==> config.mk <==
export PLATFORM = sky130hd
export DESIGN_NAME = memory_bus_arbiter
export DESIGN_NICKNAME = d
export VERILOG_FILES = /design/src/rtl/memory_bus_arbiter.sv
export SDC_FILE = /design/constraint.sdc
export NUM_CORES = 1
export LEC_CHECK = 0
export CAP_MARGIN = 20
export CORE_AREA = 2 2 146 148
export CTS_CLUSTER_SIZE = 10
export DETAILED_ROUTE_END_ITERATION = 10
export DIE_AREA = 0 0 148 150
export PLACE_DENSITY = 0.69
export SLEW_MARGIN = 10
export SYNTH_ARGS = -nofsm -noshare
export SYNTH_HDL_FRONTEND = slang
export SYNTH_SLANG_ARGS = --single-unit
==> constraint.sdc <==
create_clock -name clock -period 3.2 [get_ports clock]
set_input_delay 0.32 -clock clock [delete_from_list [all_inputs] [get_ports clock]]
set_output_delay 0.32 -clock clock [all_outputs]
set_load 0.02 [all_outputs]
==> src/rtl/memory_bus_arbiter.sv <==
// Round-robin arbiter sharing one MemoryBus slave port between NUM_MASTERS requesters.
// Defining MEMARB_PERF_EN adds per-master saturating grant counters on port grant_count.
module memory_bus_arbiter #(
    parameter int unsigned NUM_MASTERS   = 4,
    parameter int unsigned DATA_WIDTH    = 24,
    parameter int unsigned ADDRESS_WIDTH = 32,
    parameter int unsigned ID_WIDTH      = 4
) (
    input  logic                                 clock,
    input  logic                                 reset,
    input  logic [NUM_MASTERS-1:0]               m_msValid,
    input  logic [NUM_MASTERS-1:0]               m_msWrite,
    input  logic [NUM_MASTERS*ID_WIDTH-1:0]      m_msID,
    input  logic [NUM_MASTERS*ADDRESS_WIDTH-1:0] m_msAddress,
    input  logic [NUM_MASTERS*DATA_WIDTH-1:0]    m_msData,
    output logic [NUM_MASTERS-1:0]               m_msTaken,
    output logic                                 m_smValid,
    output logic [ID_WIDTH-1:0]                  m_smID,
    output logic [DATA_WIDTH-1:0]                m_smData,
    input  logic [NUM_MASTERS-1:0]               m_smTaken,
    output logic                                 s_msValid,
    output logic                                 s_msWrite,
    output logic [ID_WIDTH-1:0]                  s_msID,
    output logic [ADDRESS_WIDTH-1:0]             s_msAddress,
    output logic [DATA_WIDTH-1:0]                s_msData,
    input  logic                                 s_msTaken,
    input  logic                                 s_smValid,
    input  logic [ID_WIDTH-1:0]                  s_smID,
    input  logic [DATA_WIDTH-1:0]                s_smData,
    output logic                                 s_smTaken
`ifdef MEMARB_PERF_EN
    ,
    output logic [NUM_MASTERS*16-1:0]            grant_count
`endif
);

    localparam int unsigned PTR_W = $clog2(NUM_MASTERS);

    logic [PTR_W-1:0] ptr;
    logic [PTR_W-1:0] winner;
    logic [PTR_W-1:0] ptr_next;
    logic             found;
    logic             free;
    int unsigned      cand;

    assign free = !s_msValid || s_msTaken;

    // Wrap-around search starting at ptr; only while the output slot can take a request.
    always_comb begin
        found     = 1'b0;
        winner    = '0;
        cand      = 0;
        m_msTaken = '0;
        if (free) begin
            for (int unsigned k = 0; k < NUM_MASTERS; k++) begin
                cand = (32'(ptr) + k) % NUM_MASTERS;
                if (!found && m_msValid[cand]) begin
                    found  = 1'b1;
                    winner = PTR_W'(cand);
                end
            end
        end
        if (found) begin
            m_msTaken[winner] = 1'b1;
        end
    end

    assign ptr_next = (32'(winner) == NUM_MASTERS - 1) ? '0 : winner + PTR_W'(1);

    // Output slot: load on grant, drain when accepted with nothing new, else hold.
    always_ff @(posedge clock) begin
        if (reset) begin
            s_msValid   <= 1'b0;
            s_msWrite   <= 1'b0;
            s_msID      <= '0;
            s_msAddress <= '0;
            s_msData    <= '0;
            ptr         <= '0;
        end else if (found) begin
            s_msValid   <= 1'b1;
            s_msWrite   <= m_msWrite[winner];
            s_msID      <= m_msID[winner*ID_WIDTH +: ID_WIDTH];
            s_msAddress <= m_msAddress[winner*ADDRESS_WIDTH +: ADDRESS_WIDTH];
            s_msData    <= m_msData[winner*DATA_WIDTH +: DATA_WIDTH];
            ptr         <= ptr_next;
        end else if (s_msTaken) begin
            s_msValid   <= 1'b0;
        end
    end

    // Responses are broadcast; masters claim by ID and the claims are merged.
    assign m_smValid = s_smValid;
    assign m_smID    = s_smID;
    assign m_smData  = s_smData;
    assign s_smTaken = |m_smTaken;

`ifdef MEMARB_PERF_EN
    always_ff @(posedge clock) begin
        if (reset) begin
            grant_count <= '0;
        end else begin
            for (int i = 0; i < NUM_MASTERS; i++) begin
                if (m_msTaken[i] && grant_count[i*16 +: 16] != 16'hFFFF) begin
                    grant_count[i*16 +: 16] <= grant_count[i*16 +: 16] + 16'd1;
                end
            end
        end
    end
`endif

endmodule

==> impl_metrics.toml, run 1 <==
[outcome]
status = "complete, no violations"

[floorplan]
start_util_pct = 21.40
fp.dieH_um = 150
num_rows = 53
io_pins = 380
coreArea_mm2 = 0.02069
die_x_um = 148
die-area_mm2 = 0.02220

[finish]
fin_util_pct = 37.98
design_area_mm2 = 0.007859
drive_gt1_share_pct = 11.99
stdcell_count = 1042
syn_to_final_growth_pct = 77.48
fin_nets = 1050
antennaDiodeCount = 0

[routing]
dr_total_vias = 5209
drtPass1Iterations = 5
wl_per_cell_um = 19.90
viasPerCell = 4.999
totalWireLength_um = 20740
antenna_left = 0
first_iter_violations = 166
route.detailed.drc = 0

[pwr]
seq_power_share_pct = 27.4
ir_worst_vdd_v = 0.0002093
netSwitchingFraction_pct = 37.38
clockPowerShare_pct = 25.1
p_comb_share_pct = 47.4
powerDensity_mw_per_mm2 = 466.8
p_int_mw = 2.297
switching_power_mw = 1.371
p_leak_nw = 2.959

[grt]
grt_max_degree = 65
grt_pass1_wl_um = 30530
grt_pass1_vias = 5358
antenna_found_initial = 0
gr-total-overflow = 0
grt_usage_pct = 18.09

[critical_path]
worst_setup_path_start_kind = "primary input"
crit_buf_inv = 4
crit_path_top_delay_cell = "clkdlybuf4s50_1"
crit_top_cell = "clkdlybuf4s50_1"
worst-path-max-fanout = 12
cp-startpoint = "m_msValid[0]"
cp_cell_sequence = "clkdlybuf4s50_1 -> nor4_1 -> buf_4 -> nor2_4 -> and3_4 -> inv_8 -> ha_1 -> and2_1 -> clkdlybuf4s50_1"
path_depth = 9
crit_type = "primary input to output port"
cp_top_family = "buffers and inverters"
critPathMaxStageDelay_ns = 0.59
r2r_start = "ptr[1]$_SDFFE_PP0P_"
worstRegToRegCells = 7
timing.rr.end = "s_msData[16]$_SDFFE_PP0P_"
crit_arrival_ns = 2.61
required_ns = 2.88
endpoint = "m_msTaken[2]"
endpoint_kind = "output port"
ff2ff_setup_slack_ns = 0.68

[timing]
slew_headroom_pct = 48.91
skew_ns = 0.006897
slew_viol_final = 0
max_freq_mhz = 341.6
min_period_ns = 2.927
hold_viol_final = 0
setup_viol = 0
rsz0062_at_grt = "no"
timing.hold.ws_ns = 0.4890
post-route-period-util_pct = 91.47
worstMarginPinSlew_ns = 0.7664
setup_tns_ns = 0

[clock_tree]
ctsResizeCount = 0
cts_buffer_depth = 2
cts_tree = "yes"
numCtsBuffers = 9
clk_pin_slew_ns = 0.06
htreeDepth = 3
cts_root_buffer = "clkbuf_16"
post-cts-setup-buffers = 0
postCtsHoldBufs = 0
cts_sinks = 64
clk_latency_ns = 0.33

[logic_synthesis]
netlist_area_mm2 = 0.004428
synth_nets = 785
ys.flop_type = "dfxtp_1"
avgSynthCellArea_um2 = 8.909
yosysWarnings = 0
async_flop_share_pct = 0
ys_types = 32
synth-edff-count = 0
syn_inst = 497
ys_ff_latch = 64
synth_seq_area_share_pct = 28.93

[placement]
place_congestion = 0.8390
dp_hpwl_um = 14950
port_buffers = 321
dp_cells = 1026
place_area_mm2 = 0.007592

[hold_path]
hold_depth = 2
worstHoldPathType = "flip-flop to flip-flop"

[flow_run]
cap_violations = 0
-- cell usage after synthesis (2+ instances only) --
library cell / n / area share [%]
nor2_1: 66 / 5.6
dfxtp_1: 64 / 29
nor4_1: 62 / 8.8
a211oi_1: 61 / 10
and3_1: 61 / 8.6
a221oi_2: 47 / 16
buf_4: 37 / 6.3
clkbuf_1: 25 / 2.1
buf_2: 18 / 2.0
a221oi_1: 14 / 2.8
buf_12: 5 / 2.3
and2_1: 4 / 0.57
ha_1: 4 / 1.1
nand2b_1: 4 / 0.57
a21oi_1: 3 / 0.34
inv_1: 2 / 0.17
mux2i_1: 2 / 0.45
nand2_1: 2 / 0.17
nor2b_1: 2 / 0.28
or3_1: 2 / 0.28
-- registers in the layout, indices dropped and copies added, names as in the netlist --
signal       flops
s_msID           4
s_msData        24
s_msWrite        1
s_msAddress     32
s_msValid        1
ptr              2
-- per-layer routing --
| metal | track usage [%] | share of wire, % | vias up |
|---|---|---|---|
| met5 | 0 | 0 | - |
| met4 | 9.048 | 3.2 | 0 |
| met3 | 4.329 | 8.4 | 42 |
| met2 | 31.37 | 49 | 282 |
| met1 | 20.81 | 39 | 2422 |
| li1 | - | - | 2463 |
-- cell families after synthesis --
group / synth area share (%)
flip-flops: 28.93
AO/OA/AOI/OAI: 30.09
AND/OR/NAND/NOR: 25.60
multiplexers: 0.4521
buffers and inverters: 13.79
adder cells (fa/ha/maj): 1.130
-- power by group through the flow --
stage	sequential, mW	combinational, mW	clock [mW]
floorplan	1.17	0.838	0
global placement	1.02	1.75	0
detailed placement	1.02	1.76	0
CTS	1.01	1.76	0.969
global route	1.02	1.87	0.996
finish	1.01	1.74	0.922
-- area by class of cell --
cell class,count,area (um2)
Multi-Input combinational cell,342,2570
Clock inverter,4,20.02
Tap cell,275,344.1
Clock buffer,12,246.5
Timing Repair Buffer,342,3378
Inverter,3,18.77
Fill cell,2116,12830
Sequential cell,64,1281
-- worst register-to-register path: stages (launching register included) --
cell and delay [ns]:
dfxtp_1 0.41, mux2i_1 0.27, o22a_2 0.20, buf_4 0.52, nand2_2 0.14, buf_12 0.24
a211oi_1 0.48, nor4_1 0.10
-- how the worst min path moves through the flow --
stage,startpoint,to
after detailed placement,s_msData[22]$_SDFFE_PP0P_,s_msData[22]$_SDFFE_PP0P_
after global placement,s_msData[3]$_SDFFE_PP0P_,s_msData[3]$_SDFFE_PP0P_
after CTS,s_msData[1]$_SDFFE_PP0P_,s_msData[1]$_SDFFE_PP0P_
final,s_msAddress[18]$_SDFFE_PP0P_,s_msAddress[18]$_SDFFE_PP0P_
after floorplan,s_msTaken,s_msValid$_SDFFE_PP0P_
after global routing,s_msAddress[30]$_SDFFE_PP0P_,s_msAddress[30]$_SDFFE_PP0P_
-- cells in the final DEF (no fill, tap or decap), types with 9 or more instances in the layout --
cell type          n
a221oi_1          14
nor4_1            62
and3_1            61
clkdlybuf4s50_1  320
buf_4             20
a221oi_2          47
clkbuf_16          9
nor2_1            65
a211oi_1          61
dfxtp_1           64
-- through the flow --
stage               setup WS [ns]  power (mW)
finish                     0.2729       3.668
global route               0.1374       3.886
CTS                        0.2538       3.735
detailed placement         0.2660       2.778
global placement           0.2935       2.764
floorplan                   1.181       2.008
(Power assumes the default switching activity.)
==> inputs of run 2 (changes only) <==
Settings changed: CORE_AREA 2 2 146 148 to 2 2 149 151, DIE_AREA 0 0 148 150 to 0 0 151 153, PLACE_DENSITY 0.69 to 0.67.
==> impl_metrics.toml, run 2 (synthesis gave the netlist of run 1 again) <==
[finish]
nFillCells = 2174
final_cell_mix = "clkdlybuf4s50_1, nor2_1, dfxtp_1"
final_common_cell = "clkdlybuf4s50_1"
fin_nets = 1050
regMostFlops = "s_msAddress"
syn_to_final_growth_pct = 78.86
largest_register_ffs = 32
antennaDiodeCount = 0
top_regs = "s_msAddress (32), s_msData (24), s_msID (4)"
drive_gt1_share_pct = 12.01

[critical_path]
r2r_start = "ptr[1]$_SDFFE_PP0P_"
required_ns = 2.88
worst-path-max-fanout = 17
crit_arrival_ns = 2.61
crit_type = "primary input to output port"
worst_setup_path_start_kind = "primary input"
endpoint_kind = "output port"
worstRegToRegCells = 7
timing.rr.end = "s_msAddress[28]$_SDFFE_PP0P_"
ff2ff_setup_slack_ns = 0.67

[routing]
drtPass1Iterations = 5
met1_length_um = 8695
route.detailed.drc = 0
antenna_left = 0
dr_total_vias = 5211
wl_met2_um = 10330
first_iter_violations = 227
viasPerCell = 4.982
wl_met3_um = 1610
totalWireLength_um = 21230
wl_per_cell_um = 20.30
dr.max_layer_used = "met4"

[grt]
grt_usage_pct = 17.56
grt_pass1_wl_um = 30750
antenna_found_initial = 0
gr-total-overflow = 0
grt_max_degree = 63
grt_pass1_vias = 5315

[pwr]
powerDensity_mw_per_mm2 = 487.2
p_leak_nw = 2.980
ir_worst_vdd_v = 0.0002160

[timing]
worstMarginPinSlew_ns = 0.7404
slew_viol_final = 0
skew_ns = 0.008148
max_freq_mhz = 340.7
hold_viol_final = 0
setup_tns_ns = 0
slew_headroom_pct = 50.64
post-route-period-util_pct = 91.71
timing.hold.ws_ns = 0.4896
min_period_ns = 2.935
rsz0062_at_grt = "no"
setup_viol = 0

[floorplan]
coreArea_mm2 = 0.02149
start_util_pct = 20.61
die-area_mm2 = 0.02310
die_x_um = 151
num_rows = 54
fp.dieH_um = 153
io_pins = 380

[clock_tree]
htreeDepth = 3
numCtsBuffers = 9
cts_root_buffer = "clkbuf_16"
postCtsHoldBufs = 0
cts_buffer_depth = 2
clk_latency_ns = 0.34
cts_sinks = 64
post-cts-setup-buffers = 0
cts_tree = "yes"
clk_pin_slew_ns = 0.06
ctsResizeCount = 0

[hold_path]
hold_depth = 2
hold_end = "s_msAddress[23]$_SDFFE_PP0P_"
worstHoldPathType = "flip-flop to flip-flop"
worstHoldStart = "s_msAddress[23]$_SDFFE_PP0P_"

[placement]
dp_hpwl_um = 15200
place_congestion = 0.7851
port_buffers = 321

[flow_run]
cap_violations = 0

[outcome]
status = "complete, no violations"
[run 2: cell types whose count changed in the layout (fill, tap and decap cells not counted)]
| cell | before | now |
|---|---|---|
| clkbuf_1 | 2 | 1 |
| bufinv_16 | 0 | 2 |
| clkinv_2 | 4 | 1 |
| clkbuf_8 | 1 | 2 |
[run 2: worst max-delay path by stage]
stage | from | endpoint | slack [ns] | cells past startpoint
after global placement | m_msValid[0] | m_msTaken[2] | 0.33 | 9
after global routing | ptr[1]$_SDFFE_PP0P_ | m_msTaken[0] | 0.19 | 7
final | m_msValid[2] | m_msTaken[1] | 0.27 | 7
after CTS | ptr[1]$_SDFFE_PP0P_ | m_msTaken[1] | 0.26 | 6
after floorplan | ptr[1]$_SDFFE_PP0P_ | m_msTaken[1] | 1.18 | 8
after detailed placement | m_msValid[2] | m_msTaken[3] | 0.27 | 7
[run 2: metrics by stage]
step | instance area [um2] | instances | total power [mW] | setup WS, ns | utilization, %
after floorplan | 4428 | 497 | 2.008 | 1.181 | -
after global placement | 7599 | 1031 | 2.748 | 0.3256 | 35.37
after detailed placement | 7599 | 1031 | 2.769 | 0.2695 | 35.37
after CTS | 7920 | 1046 | 3.901 | 0.2641 | 36.86
after global routing | 7920 | 1046 | 4.063 | 0.1907 | 36.86
final | 7920 | 1046 | 3.859 | 0.2652 | 36.86
[run 2: worst max-delay path: stages]
cell and delay (ns):
clkdlybuf4s50_1 0.49, mux2i_1 0.25, o22a_2 0.21, and3_4 0.44, ha_1 0.20, and2_1 0.11
clkdlybuf4s50_1 0.60
[run 2: layout make-up]
type	instances	area, um2	share of cell area, %
tap	280	350.3	4.423
clock buffer	12	256.5	3.239
sequential	64	1281	16.18
clock inverter	3	65.06	0.8215
multi-input combinational	342	2570	32.45
timing repair buffer	342	3378	42.65
inverter	3	18.77	0.2370
[run 2: routing by layer]
metal / up-vias / GRT usage (%)
met5: - / 0
met1: 2449 / 20.44
met2: 268 / 30.69
met4: 0 / 6.809
met3: 35 / 4.328
li1: 2459 / -
[run 2: power by group]
part / internal [mW] / total [mW] / leakage [nW] / switching (mW)
sequential: 0.931 / 1.00 / 0.533 / 0.0711
clock: 0.720 / 1.11 / 0.159 / 0.391
combinational: 0.821 / 1.74 / 2.29 / 0.924
